==> src/rtl/pixel_fetcher_pkg.sv <==
`default_nettype none
// -----------------------------------------------------------------------------
// pixel_fetcher_pkg : state type and constants shared by the BG pixel fetcher
// Revision: 1.0
// -----------------------------------------------------------------------------
package pixel_fetcher_pkg;

  typedef enum logic [2:0] {
    IDLE      = 3'd0,
    MAP_REQ   = 3'd1,
    LO_REQ    = 3'd2,
    HI_REQ    = 3'd3,
    PUSH_WAIT = 3'd4,
    PUSH      = 3'd5
  } fetch_state_e;

  localparam logic [12:0] MAP_BASE_0     = 13'h1800;
  localparam logic [12:0] MAP_BASE_1     = 13'h1C00;
  localparam logic [12:0] SIGNED_BASE    = 13'h1000;
  localparam int          TILES_PER_LINE = 21;
  localparam int          PIXEL_W        = 6;

endpackage
`default_nettype wire

==> src/rtl/pixel_fetcher_tile_shifter.sv <==
`default_nettype none
// -----------------------------------------------------------------------------
// tile_shifter : holds one tile row (lo/hi planes + attr), emits pixels MSB first
// Revision: 1.0
// -----------------------------------------------------------------------------
module tile_shifter
  import pixel_fetcher_pkg::*;
(
  input  logic               clk,
  input  logic               rst,
  input  logic               i_load,
  input  logic [7:0]         i_lo,
  input  logic [7:0]         i_hi,
  input  logic [3:0]         i_attr,
  input  logic               i_shift,
  output logic [PIXEL_W-1:0] o_pixel
);

  logic [7:0] r_lo;
  logic [7:0] r_hi;
  logic [3:0] r_attr;

  always_ff @(posedge clk) begin
    if (rst) begin
      r_lo   <= '0;
      r_hi   <= '0;
      r_attr <= '0;
    end else if (i_load) begin
      r_lo   <= i_lo;
      r_hi   <= i_hi;
      r_attr <= i_attr;
    end else if (i_shift) begin
      r_lo <= {r_lo[6:0], 1'b0};
      r_hi <= {r_hi[6:0], 1'b0};
    end
  end

  assign o_pixel = {r_attr, r_hi[7], r_lo[7]};

endmodule
`default_nettype wire

==> src/rtl/pixel_fetcher.sv <==
`default_nettype none
// -----------------------------------------------------------------------------
// pixel_fetcher : fetches 21 background tiles per scanline and pushes 168 pixels
// Revision: 1.0
// -----------------------------------------------------------------------------
module pixel_fetcher
  import pixel_fetcher_pkg::*;
(
  input  logic               clk_in,
  input  logic               rst_in,
  input  logic               start_in,
  input  logic [7:0]         line_in,
  input  logic [7:0]         scx_in,
  input  logic [7:0]         scy_in,
  input  logic               map_sel_in,
  input  logic               data_sel_in,
  input  logic [3:0]         attr_in,
  output logic               vram_req_out,
  output logic [12:0]        vram_addr_out,
  input  logic               vram_ack_in,
  input  logic [7:0]         vram_data_in,
  input  logic [4:0]         fifo_count_in,
  output logic               fifo_wr_en_out,
  output logic [PIXEL_W-1:0] fifo_pixel_out,
  output logic               busy_out,
  output logic               line_done_out
);

  localparam logic [4:0] c_LAST_COL  = 5'(TILES_PER_LINE - 1);
  localparam logic [4:0] c_FIFO_ROOM = 5'd8;

  fetch_state_e r_state;
  logic [4:0]   r_col;
  logic [7:0]   r_y;
  logic [4:0]   r_tx0;
  logic         r_map_sel;
  logic         r_data_sel;
  logic [3:0]   r_attr;
  logic [7:0]   r_lo;
  logic [2:0]   r_pix_idx;

  logic [7:0]         w_y_start;
  logic [4:0]         w_col_next;
  logic [4:0]         w_tx_next;
  logic               w_hi_load;
  logic               w_shift;
  logic [PIXEL_W-1:0] w_pixel;
  logic               w_unused_fine_scx;

  function automatic logic [12:0] f_map_addr(input logic sel, input logic [7:0] y,
                                             input logic [4:0] tx);
    return (sel ? MAP_BASE_1 : MAP_BASE_0) + {3'b000, y[7:3], tx};
  endfunction

  // Unsigned mode indexes from 0x0000; signed mode centres tile 0 at 0x1000.
  function automatic logic [12:0] f_lo_addr(input logic unsigned_mode, input logic [7:0] idx,
                                            input logic [7:0] y);
    logic [12:0] tile_base;
    tile_base = unsigned_mode ? {1'b0, idx, 4'h0} : SIGNED_BASE + {idx[7], idx, 4'h0};
    return tile_base + {9'd0, y[2:0], 1'b0};
  endfunction

  assign w_y_start         = line_in + scy_in;
  assign w_col_next        = r_col + 5'd1;
  assign w_tx_next         = r_tx0 + w_col_next;
  assign w_hi_load         = (r_state == HI_REQ) && vram_ack_in;
  assign w_shift           = ((r_state == PUSH_WAIT) && (fifo_count_in <= c_FIFO_ROOM)) ||
                             ((r_state == PUSH) && (r_pix_idx != 3'd7));
  assign w_unused_fine_scx = ^scx_in[2:0];

  tile_shifter u_shifter (
    .clk     (clk_in),
    .rst     (rst_in),
    .i_load  (w_hi_load),
    .i_lo    (r_lo),
    .i_hi    (vram_data_in),
    .i_attr  (r_attr),
    .i_shift (w_shift),
    .o_pixel (w_pixel)
  );

  always_ff @(posedge clk_in) begin
    if (rst_in) begin
      r_state        <= IDLE;
      r_col          <= '0;
      r_y            <= '0;
      r_tx0          <= '0;
      r_map_sel      <= 1'b0;
      r_data_sel     <= 1'b0;
      r_attr         <= '0;
      r_lo           <= '0;
      r_pix_idx      <= '0;
      vram_req_out   <= 1'b0;
      vram_addr_out  <= '0;
      fifo_wr_en_out <= 1'b0;
      fifo_pixel_out <= '0;
      busy_out       <= 1'b0;
      line_done_out  <= 1'b0;
    end else begin
      line_done_out <= 1'b0;
      case (r_state)
        IDLE: begin
          if (start_in) begin
            r_y           <= w_y_start;
            r_tx0         <= scx_in[7:3];
            r_map_sel     <= map_sel_in;
            r_data_sel    <= data_sel_in;
            r_attr        <= attr_in;
            r_col         <= '0;
            busy_out      <= 1'b1;
            vram_req_out  <= 1'b1;
            vram_addr_out <= f_map_addr(map_sel_in, w_y_start, scx_in[7:3]);
            r_state       <= MAP_REQ;
          end
        end
        MAP_REQ: begin
          if (vram_ack_in) begin
            vram_addr_out <= f_lo_addr(r_data_sel, vram_data_in, r_y);
            r_state       <= LO_REQ;
          end
        end
        LO_REQ: begin
          if (vram_ack_in) begin
            r_lo          <= vram_data_in;
            vram_addr_out <= vram_addr_out + 13'd1;
            r_state       <= HI_REQ;
          end
        end
        HI_REQ: begin
          if (vram_ack_in) begin
            vram_req_out  <= 1'b0;
            vram_addr_out <= '0;
            r_state       <= PUSH_WAIT;
          end
        end
        PUSH_WAIT: begin
          if (fifo_count_in <= c_FIFO_ROOM) begin
            fifo_wr_en_out <= 1'b1;
            fifo_pixel_out <= w_pixel;
            r_pix_idx      <= '0;
            r_state        <= PUSH;
          end
        end
        PUSH: begin
          if (r_pix_idx != 3'd7) begin
            r_pix_idx      <= r_pix_idx + 3'd1;
            fifo_pixel_out <= w_pixel;
          end else begin
            fifo_wr_en_out <= 1'b0;
            fifo_pixel_out <= '0;
            if (r_col == c_LAST_COL) begin
              r_col         <= '0;
              busy_out      <= 1'b0;
              line_done_out <= 1'b1;
              r_state       <= IDLE;
            end else begin
              r_col         <= w_col_next;
              vram_req_out  <= 1'b1;
              vram_addr_out <= f_map_addr(r_map_sel, r_y, w_tx_next);
              r_state       <= MAP_REQ;
            end
          end
        end
        default: r_state <= IDLE;
      endcase
    end
  end

endmodule
`default_nettype wire
==> config.mk <==
export PLATFORM = sky130hd
export DESIGN_NAME = pixel_fetcher
export DESIGN_NICKNAME = d
export VERILOG_FILES = /design/src/rtl/pixel_fetcher_pkg.sv /design/src/rtl/pixel_fetcher_tile_shifter.sv /design/src/rtl/pixel_fetcher.sv
export SDC_FILE = /design/constraint.sdc
export NUM_CORES = 1
export LEC_CHECK = 0
export CAP_MARGIN = 20
export CORE_MARGIN = 3
export CORE_UTILIZATION = 49
export CTS_CLUSTER_DIAMETER = 200
export DETAILED_ROUTE_END_ITERATION = 8
export PLACE_DENSITY = 0.77
export SYNTH_ARGS = -nofsm -noshare
export SYNTH_HDL_FRONTEND = slang
export SYNTH_SLANG_ARGS = --single-unit
==> constraint.sdc <==
create_clock -name clk_in -period 2.8 [get_ports clk_in]
set_clock_uncertainty 0.15 [all_clocks]
set_input_delay 0.84 -clock clk_in [delete_from_list [all_inputs] [get_ports clk_in]]
set_output_delay 0.84 -clock clk_in [all_outputs]
set_load 0.02 [all_outputs]
==> out/qor_table.md <==
| Group | Result | This run |
|---|---|---|
| clock tree | Count of hold-fix buffers inserted at cts | 0 |
| timing | Max-slew violation count | 0 |
| timing | Final critical-path required period | 2.67 ns |
| global routing | Via count of the first global-routing pass | 4,246 |
| yosys | Simple-gate share of the synthesized area | 28.7% |
| timing | Pin slew with the least headroom to its limit | 0.785 ns |
| yosys | Share of flip-flops with an asynchronous set or reset after synthesis | 0% |
| yosys | Share of synthesized area spent on multiplexers | 0.221% |
| worst setup path | Reg-to-reg endpoint | vram_addr_out[4] |
| timing | Peak clock frequency supported by timing | 0.374 GHz |
| timing | Post-route clock period utilization | 95.5% |
| floorplanning | Std cell rows | 34 |
| placement | Cell count after placement | 725 |
| floorplanning | Starting density of the core | 51.1% |
| floorplanning | Area of the die | 0.0104 mm² |
| routing | Detailed-router iteration count before antenna repair | 5 |
| yosys | Synth unique cells | 69 |
| yosys | Warning count from the yosys run | 0 |
| clock tree | Num Clock Sinks | 81 |
| yosys | Cell count after synthesis | 562 |
| routing | Routed vias/inst | 5.91 |
| yosys | Flop and latch count out of synthesis | 81 |
| clock tree | Clock root cell | clkbuf_8 |
| routing | Routed via count | 4,400 |
| power | Total power per unit cell area | 619 mW/mm² |
| routing | Post-detailed-route count of antenna-violating nets | 0 |
| power | Total leakage power | 0.00211 µW |
| worst setup path | Category of the worst setup path capture point | flip-flop |
| yosys | Most instantiated library cell after synthesis | dfxtp_1 |
| placement | Half-perimeter wire length after placement | 8380 µm |
| yosys | Synthesized-area fraction occupied by adder cells | 5.31% |
| layout | Share of cells above drive strength 1 | 11.2% |
| yosys | Most used flip-flop cell after synthesis | dfxtp_1 |
| worst setup path | Beginning of the worst register-to-register path | r_col[0] |
| hold path | Worst min-delay path startpoint | r_lo[1] |
| power | VDD IR-drop max | 0.243 mV |
| routing | Number of remaining DRC errors | 0 |
| global routing | Number of antenna violations at the first check in global routing | 0 |
| layout | Post-synthesis to final-layout area growth | 23.9% |
| yosys | Main combinational cell family by area after synthesis | simple AND/OR/NAND/NOR gates |
| worst setup path | CP required | 2.91 ns |
| routing | Number of design-rule violations left by the first detailed-router iteration | 320 |
| yosys | Share of the synthesized area in the top cell type | 35.8% |
| flow run | Max Cap Violations | 0 |
| outcome | Result of the run | completed |
| routing | Final routed wire length divided by cell count | 15.7 µm |
| floorplanning | Die height | 102 µm |
| hold path | Destination of the worst hold path | r_lo[1] |
| global routing | All-Layer GR Usage | 23.3% |
| yosys | Synth area leader | dfxtp_1 |
| timing | Setup violations, final | 0 |
| layout | Number of inserted diodes | 0 |
| layout | Utilization after layout | 63.4% |
| routing | Total detailed-routing wirelength | 11,700 µm |
| yosys | Post-Syn Area per Cell | 8.05 µm² |
| clock tree | Clock edge transition at the registers on the reported setup and hold paths | 0.09 ns |
| placement | Setup Slack @ Placement | -0.510 ns |
| yosys | Seq/Total Area, Yosys | 35.8% |
| global routing | Total global routing overflow | 0 |
| timing | Unrepaired setup endpoints after global routing | no |
| yosys | Ranking of synthesized cells by instance count | 81 x dfxtp_1, 80 x nand2_1, 55 x a21oi_1 |
| floorplanning | Core area | 0.00885 mm² |
| yosys | Net count after synthesis | 627 |
| floorplanning | Floorplan die width | 102 µm |
| hold path | Cell depth of the worst hold path | 2 |
| yosys | Mapped cell area | 0.00452 mm² |
| layout | Final instance area | 0.00561 mm² |
| clock tree | Clock latency at the later pin of the worst-skew pair | 0.37 ns |
| hold path | Path category of the worst min-delay check | reg -> reg |
| layout | Net total in the final layout | 696 |
| global routing | Global-route wire length before repair | 19,600 µm |
| clock tree | TritonCTS clock tree | yes |
| yosys | Dominant cells by area after synthesis | dfxtp_1 36%, nand2_1 6.6%, a21oi_1 6.1% |
| yosys | Post-synth EDFFs | 0 |
| timing | Setup ws final | 0.126 ns |
| clock tree | Num CTS Buffers | 9 |
| worst setup path | Register-to-Register Setup Slack | 0.28 ns |
| clock tree | Maximum level of the CTS H-tree | 3 |
| floorplanning | Total I/O pin count | 70 |
| yosys | Post-synthesis compound-gate area fraction | 21.0% |
| worst setup path | Biggest fanout along the worst timing path | 3 |
| placement | Placed instance area | 0.00534 mm² |
| worst setup path | Data arrival time of the critical path | 2.79 ns |
| global routing | Pin count of the biggest net entering global routing | 49 |
| clock tree | Maximum buffer depth of the clock tree | 2 |
| worst setup path | Critical path start-end classification | in -> reg |
| timing | Final hold violations | 0 |
| worst setup path | Type of element launching the critical path | primary input |
| layout | Non-filler instance count after layout | 744 |
| placement | Count of buffers inserted at the top-level ports | 66 |
| worst setup path | Depth of the most critical reg-to-reg path | 9 |
| yosys | Xor and xnor area share after synthesis | 3.48% |
| placement | Final weighted congestion of routability-driven global placement | 0.892 |
| timing | Max-Slew Margin vs Limit | 47.7% |
==> stage by stage <==
stage | power [µW] | TNS [ns] | hold slack (ns)
after floorplan | 2130 | 0 | 0.282
after global placement | 2530 | -1.53 | 0.292
after detailed placement | 2560 | -2.12 | 0.299
after CTS | 3470 | 0 | 0.313
after global routing | 3660 | 0 | 0.336
final | 3470 | 0 | 0.310
==> flip-flops by register name (all words and copies together) (netlist names) <==
register	flops
r_tx0	5
r_pix_idx	3
r_attr	4
r_map_sel	1
u_shifter.r_lo	8
vram_req_out	1
r_col	5
r_y	8
fifo_wr_en_out	1
u_shifter.r_attr	4
line_done_out	1
u_shifter.r_hi	8
busy_out	1
vram_addr_out	13
fifo_pixel_out	6
r_lo	8
r_data_sel	1
r_state	3
==> worst max-delay path, cell delays in order <==
cell	delay, ns
clkdlybuf4s50_1	0.40
ha_1	0.34
buf_4	0.16
o21ai_0	0.24
o21bai_1	0.18
o41ai_4	0.32
nand2_1	0.09
a41o_1	0.22
==> area by class of cell <==
cell class                 instances  area [µm²]
fill                             754        3240
multi-input combinational        432        2680
sequential                        81        1620
timing repair buffer              96         916
tap                              108         135
clock buffer                       9         124
clock inverter                     7        83.8
inverter                          11        43.8
==> worst max-delay path by stage <==
stage	start	endpoint	cells past startpoint
6_report	line_in[2]	vram_addr_out[9]	8
5_1_grt	line_in[2]	r_y[7]	8
4_1_cts	scy_in[0]	vram_addr_out[6]	10
3_5_place_dp	line_in[0]	vram_addr_out[8]	8
3_3_place_gp	line_in[0]	vram_addr_out[8]	8
2_1_floorplan	line_in[0]	vram_addr_out[8]	7
==> where the power goes <==
group	internal, µW	switching, µW	total [µW]
clock	429	477	906
sequential	1270	153	1430
combinational	532	607	1140
total	2230	1240	3470
==> per-layer routing <==
layer  vias to the layer above  GRT usage (%)  wire length (µm)
li1                       2156              -                 -
met1                      2069           29.1              5030
met2                       152           39.9              5710
met3                        23           4.23               688
met4                         0           9.28               237
met5                         -              0                 0
==> cell families after synthesis <==
family,after synthesis
AOI/OAI and AO/OA,141
xor gates and xnor gates,18
adders and majority gates,18
buffers and inverters,49
DFF,81
muxes,1
and+or+nand+nor,254
==> placed cells by master (no fill, tap or decap), drive strengths merged, types with 3 or more instances in the layout <==
| master | instances |
|---|---|
| or3 | 8 |
| nor2b | 4 |
| nor3 | 42 |
| clkbuf | 9 |
| o21ai | 24 |
| and3 | 4 |
| o41ai | 5 |
| nand3 | 15 |
| xnor2 | 9 |
| ha | 16 |
| nand2 | 81 |
| dfxtp | 81 |
| dlymetal6s2s | 4 |
| a31oi | 6 |
| o22ai | 6 |
| a2bb2oi | 3 |
| and3b | 3 |
| buf | 31 |
| inv | 15 |
| a22oi | 8 |
| nand2b | 7 |
| nand4 | 4 |
| o21a | 8 |
| nor4 | 14 |
| xor2 | 9 |
| nand3b | 5 |
| clkdlybuf4s50 | 61 |
| and4 | 5 |
| o21bai | 3 |
| a21oi | 58 |
| a211oi | 5 |
| nor2 | 51 |
| nor3b | 4 |
==> timing repair <==
action                                 in CTS  in global routing
buffers inserted                            2                  1
pin swaps                                   6                  6
setup endpoints to repair                   1                  6
endpoints found under the hold margin       0                  0
gates resized for setup                     2                  7
Note: power is estimated with default switching activity, not from simulation.
